<file path="config.mk">
export PLATFORM = sky130hd
export DESIGN_NAME = maze_gen_ctrl_flat
export DESIGN_NICKNAME = d
export VERILOG_FILES = /design/src/rtl/maze_gen_ctrl_if.sv /design/src/rtl/maze_gen_ctrl.sv /design/src/flat_wrapper.sv
export SDC_FILE = /design/constraint.sdc
export NUM_CORES = 1
export LEC_CHECK = 0
export BUFFER_PORTS_ARGS = -buffer_cell sky130_fd_sc_hd__buf_2
export CAP_MARGIN = 20
export CORE_ASPECT_RATIO = 1.5
export CORE_UTILIZATION = 35
export CTS_CLUSTER_SIZE = 20
export DETAILED_ROUTE_END_ITERATION = 10
export PLACE_DENSITY_LB_ADDON = 0.15
export SYNTH_ARGS = -nofsm -noshare
export SYNTH_HDL_FRONTEND = slang
export SYNTH_SLANG_ARGS = --single-unit
</file>
<file path="constraint.sdc">
create_clock -name clk -period 2.4 [get_ports clk]
set_input_delay 0.24 -clock clk [delete_from_list [all_inputs] [get_ports clk]]
set_output_delay 0.24 -clock clk [all_outputs]
set_load 0.05 [all_outputs]
</file>
<file path="src/rtl/maze_gen_ctrl_if.sv">
`default_nettype none
// ============================================================================
//  Module      : maze_gen_ctrl_if
//  Description : Carver handshake, status and dual cell-read bundle for the
//                maze sequencing/access controller.
//  Revision    : 1.0 - initial release
// ============================================================================
interface maze_gen_ctrl_if;
    logic         new_maze_i;
    logic         carver_start_o;
    logic         carver_finish_i;
    logic [255:0] maze_data_i;
    logic         maze_ready_o;
    logic         busy_o;
    logic         timeout_err_o;
    logic [7:0]   gen_count_o;
    logic         vga_req_i;
    logic [3:0]   vga_x_i;
    logic [3:0]   vga_y_i;
    logic         vga_gnt_o;
    logic         vga_cell_o;
    logic         ply_req_i;
    logic [3:0]   ply_x_i;
    logic [3:0]   ply_y_i;
    logic         ply_gnt_o;
    logic         ply_cell_o;

    modport slave (
        input  new_maze_i, carver_finish_i, maze_data_i,
        input  vga_req_i, vga_x_i, vga_y_i, ply_req_i, ply_x_i, ply_y_i,
        output carver_start_o, maze_ready_o, busy_o, timeout_err_o, gen_count_o,
        output vga_gnt_o, vga_cell_o, ply_gnt_o, ply_cell_o
    );

    modport master (
        output new_maze_i, carver_finish_i, maze_data_i,
        output vga_req_i, vga_x_i, vga_y_i, ply_req_i, ply_x_i, ply_y_i,
        input  carver_start_o, maze_ready_o, busy_o, timeout_err_o, gen_count_o,
        input  vga_gnt_o, vga_cell_o, ply_gnt_o, ply_cell_o
    );
endinterface
`default_nettype wire

</file>
<file path="src/rtl/maze_gen_ctrl.sv">
`default_nettype none
// ============================================================================
//  Module      : maze_gen_ctrl
//  Description : Runs one carve per request with timeout, snapshots the maze
//                and serves round-robin cell reads to VGA and player logic.
//  Revision    : 1.0 - initial release
// ============================================================================
module maze_gen_ctrl #(
    parameter int GRID_W         = 16,
    parameter int GRID_H         = 16,
    parameter int TIMEOUT_CYCLES = 1048576
) (
    input  logic           clk,
    input  logic           rst_n,
    maze_gen_ctrl_if.slave bus
);

    localparam int          c_CELLS   = GRID_W * GRID_H;
    localparam logic [23:0] c_TO_LAST = 24'(TIMEOUT_CYCLES - 1);

    typedef enum logic [2:0] {
        S_IDLE    = 3'd0,
        S_START   = 3'd1,
        S_RUN     = 3'd2,
        S_CAPTURE = 3'd3,
        S_READY   = 3'd4
    } state_t;

    state_t               state_q, state_d;
    logic [23:0]          cnt_q, cnt_d;
    logic                 timeout_err_q, timeout_err_d;
    logic                 new_maze_q;
    logic [c_CELLS-1:0]   snap_q;
    logic [7:0]           gen_cnt_q;
    logic                 carver_start_q, maze_ready_q, busy_q;
    logic                 rr_q;
    logic                 vga_gnt_q, ply_gnt_q, vga_cell_q, ply_cell_q;

    logic                 w_edge;
    logic                 w_vga_elig, w_ply_elig, w_vga_win, w_ply_win;
    logic [7:0]           w_vga_idx, w_ply_idx;

    assign w_edge = bus.new_maze_i & ~new_maze_q;

    always_comb begin
        state_d       = state_q;
        cnt_d         = cnt_q;
        timeout_err_d = timeout_err_q;
        case (state_q)
            S_IDLE, S_READY: begin
                if (w_edge) begin
                    state_d       = S_START;
                    cnt_d         = 24'd0;
                    timeout_err_d = 1'b0;
                end
            end
            S_START, S_RUN: begin
                // Timeout wins over a finish transition in the same cycle.
                if (cnt_q == c_TO_LAST) begin
                    state_d       = S_IDLE;
                    timeout_err_d = 1'b1;
                end else begin
                    cnt_d = cnt_q + 24'd1;
                    if (state_q == S_START && !bus.carver_finish_i)
                        state_d = S_RUN;
                    else if (state_q == S_RUN && bus.carver_finish_i)
                        state_d = S_CAPTURE;
                end
            end
            S_CAPTURE: state_d = S_READY;
            default:   state_d = S_IDLE;
        endcase
    end

    always_ff @(posedge clk or negedge rst_n) begin
        if (!rst_n) begin
            state_q        <= S_IDLE;
            cnt_q          <= 24'd0;
            timeout_err_q  <= 1'b0;
            new_maze_q     <= 1'b0;
            carver_start_q <= 1'b0;
            maze_ready_q   <= 1'b0;
            busy_q         <= 1'b0;
        end else begin
            state_q        <= state_d;
            cnt_q          <= cnt_d;
            timeout_err_q  <= timeout_err_d;
            new_maze_q     <= bus.new_maze_i;
            carver_start_q <= (state_d == S_START);
            maze_ready_q   <= (state_d == S_READY);
            busy_q         <= (state_d == S_START) || (state_d == S_RUN) ||
                              (state_d == S_CAPTURE);
        end
    end

    // A requester granted last cycle is still holding req while it reacts,
    // so it is masked for one cycle to avoid a duplicate grant.
    assign w_vga_elig = maze_ready_q & bus.vga_req_i & ~vga_gnt_q;
    assign w_ply_elig = maze_ready_q & bus.ply_req_i & ~ply_gnt_q;
    assign w_vga_win  = w_vga_elig & (~w_ply_elig | ~rr_q);
    assign w_ply_win  = w_ply_elig & ~w_vga_win;
    assign w_vga_idx  = {bus.vga_y_i, bus.vga_x_i};
    assign w_ply_idx  = {bus.ply_y_i, bus.ply_x_i};

    always_ff @(posedge clk or negedge rst_n) begin
        if (!rst_n) begin
            snap_q     <= '0;
            gen_cnt_q  <= 8'd0;
            rr_q       <= 1'b0;
            vga_gnt_q  <= 1'b0;
            ply_gnt_q  <= 1'b0;
            vga_cell_q <= 1'b0;
            ply_cell_q <= 1'b0;
        end else begin
            if (state_q == S_CAPTURE) begin
                snap_q    <= bus.maze_data_i;
                gen_cnt_q <= gen_cnt_q + 8'd1;
            end
            vga_gnt_q  <= w_vga_win;
            ply_gnt_q  <= w_ply_win;
            vga_cell_q <= w_vga_win & snap_q[w_vga_idx];
            ply_cell_q <= w_ply_win & snap_q[w_ply_idx];
            if (w_vga_win)
                rr_q <= 1'b1;
            else if (w_ply_win)
                rr_q <= 1'b0;
        end
    end

    assign bus.carver_start_o = carver_start_q;
    assign bus.maze_ready_o   = maze_ready_q;
    assign bus.busy_o         = busy_q;
    assign bus.timeout_err_o  = timeout_err_q;
    assign bus.gen_count_o    = gen_cnt_q;
    assign bus.vga_gnt_o      = vga_gnt_q;
    assign bus.vga_cell_o     = vga_cell_q;
    assign bus.ply_gnt_o      = ply_gnt_q;
    assign bus.ply_cell_o     = ply_cell_q;

endmodule
`default_nettype wire
</file>
<file path="src/flat_wrapper.sv">
// flat-port wrapper written by rule: the top's interface ports become plain ports
module maze_gen_ctrl_flat 
#(
    parameter int GRID_W         = 16,
    parameter int GRID_H         = 16,
    parameter int TIMEOUT_CYCLES = 1048576
)
  (clk, rst_n, bus_new_maze_i, bus_carver_finish_i, bus_maze_data_i, bus_vga_req_i, bus_vga_x_i, bus_vga_y_i, bus_ply_req_i, bus_ply_x_i, bus_ply_y_i, bus_carver_start_o, bus_maze_ready_o, bus_busy_o, bus_timeout_err_o, bus_gen_count_o, bus_vga_gnt_o, bus_vga_cell_o, bus_ply_gnt_o, bus_ply_cell_o);
  maze_gen_ctrl_if bus_i ();
  input  logic clk;
  input  logic rst_n;
  input wire logic [$bits(bus_i.new_maze_i)-1:0] bus_new_maze_i;
  input wire logic [$bits(bus_i.carver_finish_i)-1:0] bus_carver_finish_i;
  input wire logic [$bits(bus_i.maze_data_i)-1:0] bus_maze_data_i;
  input wire logic [$bits(bus_i.vga_req_i)-1:0] bus_vga_req_i;
  input wire logic [$bits(bus_i.vga_x_i)-1:0] bus_vga_x_i;
  input wire logic [$bits(bus_i.vga_y_i)-1:0] bus_vga_y_i;
  input wire logic [$bits(bus_i.ply_req_i)-1:0] bus_ply_req_i;
  input wire logic [$bits(bus_i.ply_x_i)-1:0] bus_ply_x_i;
  input wire logic [$bits(bus_i.ply_y_i)-1:0] bus_ply_y_i;
  output wire logic [$bits(bus_i.carver_start_o)-1:0] bus_carver_start_o;
  output wire logic [$bits(bus_i.maze_ready_o)-1:0] bus_maze_ready_o;
  output wire logic [$bits(bus_i.busy_o)-1:0] bus_busy_o;
  output wire logic [$bits(bus_i.timeout_err_o)-1:0] bus_timeout_err_o;
  output wire logic [$bits(bus_i.gen_count_o)-1:0] bus_gen_count_o;
  output wire logic [$bits(bus_i.vga_gnt_o)-1:0] bus_vga_gnt_o;
  output wire logic [$bits(bus_i.vga_cell_o)-1:0] bus_vga_cell_o;
  output wire logic [$bits(bus_i.ply_gnt_o)-1:0] bus_ply_gnt_o;
  output wire logic [$bits(bus_i.ply_cell_o)-1:0] bus_ply_cell_o;
  assign bus_i.new_maze_i = bus_new_maze_i;
  assign bus_i.carver_finish_i = bus_carver_finish_i;
  assign bus_i.maze_data_i = bus_maze_data_i;
  assign bus_i.vga_req_i = bus_vga_req_i;
  assign bus_i.vga_x_i = bus_vga_x_i;
  assign bus_i.vga_y_i = bus_vga_y_i;
  assign bus_i.ply_req_i = bus_ply_req_i;
  assign bus_i.ply_x_i = bus_ply_x_i;
  assign bus_i.ply_y_i = bus_ply_y_i;
  assign bus_carver_start_o = bus_i.carver_start_o;
  assign bus_maze_ready_o = bus_i.maze_ready_o;
  assign bus_busy_o = bus_i.busy_o;
  assign bus_timeout_err_o = bus_i.timeout_err_o;
  assign bus_gen_count_o = bus_i.gen_count_o;
  assign bus_vga_gnt_o = bus_i.vga_gnt_o;
  assign bus_vga_cell_o = bus_i.vga_cell_o;
  assign bus_ply_gnt_o = bus_i.ply_gnt_o;
  assign bus_ply_cell_o = bus_i.ply_cell_o;
  maze_gen_ctrl #(.GRID_W(GRID_W), .GRID_H(GRID_H), .TIMEOUT_CYCLES(TIMEOUT_CYCLES)) u_core (.clk(clk), .rst_n(rst_n), .bus(bus_i));
endmodule
</file>
==> flow_metrics.env, run 1 <==
export IMPL_clkLatencyLatePin_ns=0.60
export IMPL_hpwl_um=41800
export IMPL_drive_above_1_share=0.227
export IMPL_p_per_area_mw_per_mm2=991
export IMPL_tightestPinTransition_ns=0.788
export IMPL_period_minus_slack_ns=2.17
export IMPL_setup_viol=0
export IMPL_finalSetupTns_ns=0
export IMPL_cts_buffers=31
export IMPL_irDropWorstVdd_mv=0.538
export IMPL_wirelength_um=57600
export IMPL_max_freq_ghz=0.460
export IMPL_met2_usage=0.441
export IMPL_cp_cell_sequence="ha_1 > nand4_1 > or4_1 > o21ai_2 > buf_12 > a2111oi_0 > xnor2_1 > nor2_1"
export IMPL_drv_cap=0
export IMPL_maxSlewHeadroom=0.473
export IMPL_root_buffer="clkbuf_16"
export IMPL_synth_cell_types=60
export IMPL_hold_class="in2reg"
export IMPL_antenna_found_initial=6
export IMPL_overflow=0
export IMPL_syn_avg_cell_area_um2=9.48
export IMPL_fp_dieW_um=177
export IMPL_numClockSinks=301
export IMPL_stdcell_count=2846
export IMPL_syn_to_final_growth_pct=38.0
export IMPL_worstPathRequired_ns=2.87
export IMPL_cts_resized=0
export IMPL_met3_usage=0.0301
export IMPL_grt_first_pass_wirelength_um=88800
export IMPL_fillCellCount=4152
export IMPL_cts_max_path_buffers=3
export IMPL_busiest_layer="met2"
export IMPL_cts_tree="done"
export IMPL_syn_area_mm2=0.0161
export IMPL_routedWlPerCell_um=20.3
export IMPL_gp_congestion=0.887
export IMPL_rsz0062_at_grt="false"
export IMPL_path_max_fanout=22
export IMPL_cts_max_level=1
export IMPL_ys_warn_count=0
export IMPL_via_per_inst=5.20
export IMPL_syn_nets=1973
export IMPL_core_area_mm2=0.0450
export IMPL_path_delay_family="simple AND/OR/NAND/NOR gates"
export IMPL_io_pins=294
export IMPL_fin_nets=2517
export IMPL_skew_ns=0.0213
export IMPL_p_leak_nw=10.6
export IMPL_crit_type="reg2reg"
export IMPL_synth_edf_count=0
export IMPL_crit_arrival_ns=2.65
export IMPL_crit_path_start_kind="flop"
export IMPL_grt_pass1_vias=15500
export IMPL_port_buffers=293
export IMPL_synth_ff_type="dfrtp_1"
export IMPL_ys_seq_area_frac=0.469
export IMPL_initial_core_util=0.356
export IMPL_cp_num_buf_inv=1
export IMPL_use_met1=0.302
export IMPL_path_clk_slew_ns=0.06
export IMPL_drcViolationCount=0
export IMPL_drt_iter0_markers=974
export IMPL_ys_ff_latch=301
export IMPL_row_count=95
export IMPL_grtUsageTotal=0.250
export IMPL_ys_async_sr_fraction=1.00
export IMPL_die_h_um=264
export IMPL_syn_inst=1693
export IMPL_cp_end_kind="flop"
export IMPL_die_area_mm2=0.0467
export IMPL_dr_pass1_iters=5
export IMPL_hold_violations=0
export IMPL_slowest_stage="or4_1"
export IMPL_outcome="finished clean"
export IMPL_slew_viol_final=0
export IMPL_antenna_left=0
export IMPL_hold_slack_ns=0.0545
export IMPL_critPathMaxStageDelay_ns=0.49
export IMPL_dp_cells=2526
export IMPL_post_route_period_util=0.906
export IMPL_grt_max_degree=116
export IMPL_vias=14800
[synthesized netlist by cell type, drive strengths merged (4+ instances only)]
| cell | count | area share |
|---|---|---|
| mux2i | 58 | 0.036 |
| dfrtp | 301 | 0.47 |
| nor3 | 9 | 0.0028 |
| inv | 14 | 0.0033 |
| nor2 | 38 | 0.0089 |
| a22oi | 25 | 0.012 |
| nand2 | 813 | 0.19 |
| a221oi | 5 | 0.0027 |
| o21ai | 9 | 0.0030 |
| a22o | 9 | 0.0049 |
| nand4 | 16 | 0.0066 |
| o31ai | 4 | 0.0019 |
| nand3 | 13 | 0.0041 |
| o221ai | 10 | 0.0055 |
| nor2b | 15 | 0.0058 |
| a21oi | 14 | 0.0044 |
| o311ai | 5 | 0.0027 |
| buf | 37 | 0.016 |
| o22ai | 10 | 0.0039 |
| and2 | 5 | 0.0019 |
| and3 | 6 | 0.0023 |
| clkbuf | 78 | 0.018 |
| nand3b | 4 | 0.0019 |
| a2111oi | 8 | 0.0044 |
| mux4 | 100 | 0.14 |
| nand2b | 6 | 0.0023 |
| a211oi | 18 | 0.0084 |
| xnor2 | 27 | 0.015 |
[cell families after synthesis]
kind of cell             after synthesis  synth area share
AND/OR/NAND/NOR                      939             0.234
flip-flops                           301             0.469
multiplexers                         160             0.180
AO/OA/AOI/OAI                        133            0.0616
buffers and inverters                129            0.0379
XOR/XNOR                              29            0.0158
adder cells (fa/ha/maj)                2           0.00156
[state kept, by name, indices dropped and copies added (netlist names), 3 cells and up]
register	flops
u_core.state_q	3
u_core.snap_q	256
u_core.cnt_q	24
u_core.bus.gen_count_o	8
[area by class of cell]
class                   instances  area, um^2  area share
diodes                          3        7.51    0.000339
clock buffers                  46         922      0.0416
clock inverters                11         118     0.00531
inverters                      14        52.6     0.00237
multi-input cells            1263        7920       0.358
flip-flops and latches        301        7530       0.340
well taps                     582         728      0.0329
repair buffers                626        4870       0.220
[power by group]
group          switching [mW]  leakage [nW]  internal (mW)
Combinational            3.38          6.56           3.63
Sequential               2.58          3.54           7.42
Clock                    2.08         0.511           2.86
Total                    8.04          10.6           13.9
[through the flow]
stage	cell area, um^2	power [mW]	util	setup slack, ns
after floorplan	16100	13.7	-	0.370
after global placement	18500	16.5	0.411	-0.0316
after detailed placement	18500	16.7	0.411	-0.0472
after CTS	22200	22.1	0.492	0.205
after global routing	22200	23.3	0.492	0.0268
final	22200	22.0	0.492	0.227
[worst register-to-register path: cells and delay by family, from the launching register on]
family          cells  cell delay (ns)
compound gates      2             0.39
xor+xnor            1             0.20
fa+ha+maj           1             0.24
buf+inv             1             0.18
flops               1             0.39
simple gates        3             0.66
[routing by layer]
| layer | up-vias | wire [um] |
|---|---|---|
| li1 | 6835 | - |
| met1 | 7332 | 22900 |
| met2 | 494 | 29500 |
| met3 | 139 | 2720 |
| met4 | 6 | 2490 |
| met5 | - | 32 |
[final timing paths]
| path | start | endpoint | slack [ns] | cells past startpoint |
|---|---|---|---|---|
| max | u_core.cnt_q[0] | u_core.cnt_q[11] | 0.23 | 8 |
| min | bus_vga_req_i | u_core.rr_q | 0.05 | 4 |
| max reg2reg | u_core.cnt_q[0] | u_core.cnt_q[11] | 0.23 | 8 |
| min reg2reg | u_core.rr_q | u_core.rr_q | 0.48 | 1 |
| max in group asynchronous | rst_n | u_core.cnt_q[7] | 1.40 | 3 |
| min in group asynchronous | rst_n | u_core.snap_q[132] | 0.18 | 2 |
[cells in the final DEF, fill, tap and decap left out, types with 19 or more instances in the layout]
cell type      count
nand2_1          813
dfrtp_1          301
buf_2            288
dlygate4sd3_1    260
mux4_2            89
mux2i_1           58
buf_4             58
nor2_1            37
clkbuf_16         31
xnor2_1           27
a22oi_1           25
buf_12            19
[what timing repair did]
item / CTS / global route
buffers inserted: 0 / 0
hold buffers: 260 / 0
endpoints found under the hold margin: 314 / 0
(Power assumes the default switching activity.)
==> run 2: changes to the inputs <==
--- a/config.mk
+++ b/config.mk
@@ -6,7 +6,9 @@
 export NUM_CORES = 1
 export LEC_CHECK = 0
 export BUFFER_PORTS_ARGS = -buffer_cell sky130_fd_sc_hd__buf_2
-export CAP_MARGIN = 20
+export CAP_MARGIN = 10
+export CELL_PAD_IN_SITES_DETAIL_PLACEMENT = 0
+export CELL_PAD_IN_SITES_GLOBAL_PLACEMENT = 2
 export CORE_ASPECT_RATIO = 1.5
 export CORE_UTILIZATION = 35
 export CTS_CLUSTER_SIZE = 20
==> flow_metrics.env, run 2 (synthesis results as in run 1) <==
export IMPL_rsz0062_at_grt="false"
export IMPL_maxSlewHeadroom=0.473
export IMPL_met2_usage=0.452
export IMPL_clkLatencyLatePin_ns=0.53
export IMPL_dp_cells=2528
export IMPL_cts_max_level=2
export IMPL_initial_core_util=0.356
export IMPL_fp_dieW_um=177
export IMPL_grt_pass1_vias=15300
export IMPL_dr_pass1_iters=5
export IMPL_cts_resized=0
export IMPL_antenna_left=0
export IMPL_via_per_inst=5.06
export IMPL_drv_cap=0
export IMPL_cts_tree="done"
export IMPL_drcViolationCount=0
export IMPL_core_area_mm2=0.0450
export IMPL_crit_type="reg2reg"
export IMPL_row_count=95
export IMPL_cts_max_path_buffers=3
export IMPL_drive_above_1_share=0.230
export IMPL_fin_nets=2516
export IMPL_tightestPinTransition_ns=0.787
export IMPL_port_buffers=293
export IMPL_stdcell_count=2845
export IMPL_stdcell_area_mm2=0.0223
export IMPL_die_area_mm2=0.0467
export IMPL_path_clk_slew_ns=0.07
export IMPL_largest_reg_flops=256
export IMPL_die_h_um=264
export IMPL_antenna_found_initial=2
export IMPL_setup_slack_ns=0.245
export IMPL_hpwl_um=41500
export IMPL_path_max_fanout=25
export IMPL_hold_slack_ns=0.00648
export IMPL_met3_usage=0.0311
export IMPL_final_common_cell="nand2_1"
export IMPL_finalSetupTns_ns=0
export IMPL_routedWlPerCell_um=20.0
export IMPL_skew_ns=0.0191
export IMPL_cts_buffers=34
export IMPL_outcome="finished clean"
export IMPL_syn_to_final_growth_pct=39.0
export IMPL_worstPathRequired_ns=2.80
export IMPL_period_minus_slack_ns=2.16
export IMPL_crit_arrival_ns=2.56
export IMPL_vias=14400
export IMPL_mostFrequentLayoutCells="nand2_1 (813), dfrtp_1 (301), buf_2 (288), dlygate4sd3_1 (254), mux4_2 (89)"
export IMPL_irDropWorstVdd_mv=0.573
export IMPL_pre_cts_ws_ns=-0.0667
export IMPL_overflow=0
export IMPL_wirelength_um=56900
export IMPL_gp_congestion=0.852
export IMPL_setup_viol=0
export IMPL_post_route_period_util=0.898
export IMPL_cp_end_kind="flop"
export IMPL_hold_violations=0
export IMPL_placed_area_mm2=0.0185
export IMPL_p_leak_nw=10.7
export IMPL_hold_class="in2reg"
export IMPL_grt_first_pass_wirelength_um=88000
export IMPL_slew_viol_final=0
export IMPL_drt_iter0_markers=838
export IMPL_use_met1=0.296
export IMPL_grt_max_degree=114
export IMPL_max_freq_ghz=0.464
export IMPL_busiest_layer="met2"
export IMPL_fillCellCount=4333
export IMPL_root_buffer="clkbuf_16"
export IMPL_p_per_area_mw_per_mm2=1010
export IMPL_io_pins=294
export IMPL_grtUsageTotal=0.249
export IMPL_top_register="u_core.snap_q"
export IMPL_numClockSinks=301
export IMPL_crit_path_start_kind="flop"
-- run 2: through the flow --
stage / power [mW] / utilization
6_report: 22.5 / 0.495
5_1_grt: 23.9 / 0.495
4_1_cts: 22.6 / 0.495
3_5_place_dp: 16.5 / 0.412
3_3_place_gp: 16.4 / 0.412
2_1_floorplan: 13.7 / -
-- run 2: path summary, 6_finish.rpt --
check | start | to | slack [ns] | cells after the start
worst min-delay path | bus_maze_data_i[27] | u_core.snap_q[27] | 0.006 | 3
worst max-delay path | u_core.cnt_q[8] | u_core.cnt_q[13] | 0.24 | 7
max in group asynchronous | rst_n | u_core.cnt_q[20] | 1.30 | 3
worst min register to register | u_core.bus.gen_count_o[7] | u_core.bus.gen_count_o[7] | 0.47 | 1
worst max register to register | u_core.cnt_q[8] | u_core.cnt_q[13] | 0.24 | 7
min in group asynchronous | rst_n | u_core.snap_q[44] | 0.29 | 2
-- run 2: critical path, stage by stage, from the launching register on --
cell       delay (ns)
dfrtp_1          0.41
nand4_1          0.21
or4_1            0.60
o21ai_2          0.24
buf_12           0.19
a2111oi_0        0.13
xnor2_1          0.18
nor2_1           0.06
-- run 2: cell type report --
type | instances | area (um^2) | area share
Sequential cell | 301 | 7530 | 0.338
Tap cell | 582 | 728 | 0.0326
Inverter | 14 | 52.6 | 0.00236
Antenna cell | 2 | 5.00 | 0.000224
Multi-Input combinational cell | 1263 | 7920 | 0.355
Clock buffer | 50 | 1050 | 0.0473
Timing Repair Buffer | 622 | 4850 | 0.218
Clock inverter | 11 | 159 | 0.00712
-- run 2: power by group --
part	switching [mW]	leakage [nW]	internal [mW]
clock network	2.21	0.604	3.48
logic	3.34	6.55	3.62
registers	2.38	3.54	7.42
total	7.93	10.7	14.5
-- run 2: repair_timing --
item,CTS,global route
setup buffers,0,0
endpoints found under the hold margin,318,0
hold buffers,254,0
-- run 2: routing by layer --
metal / part of all wire / routed length (um)
met4: 0.035 / 2010
met2: 0.53 / 30000
met1: 0.40 / 22700
met3: 0.039 / 2220
met5: 0.00018 / 10
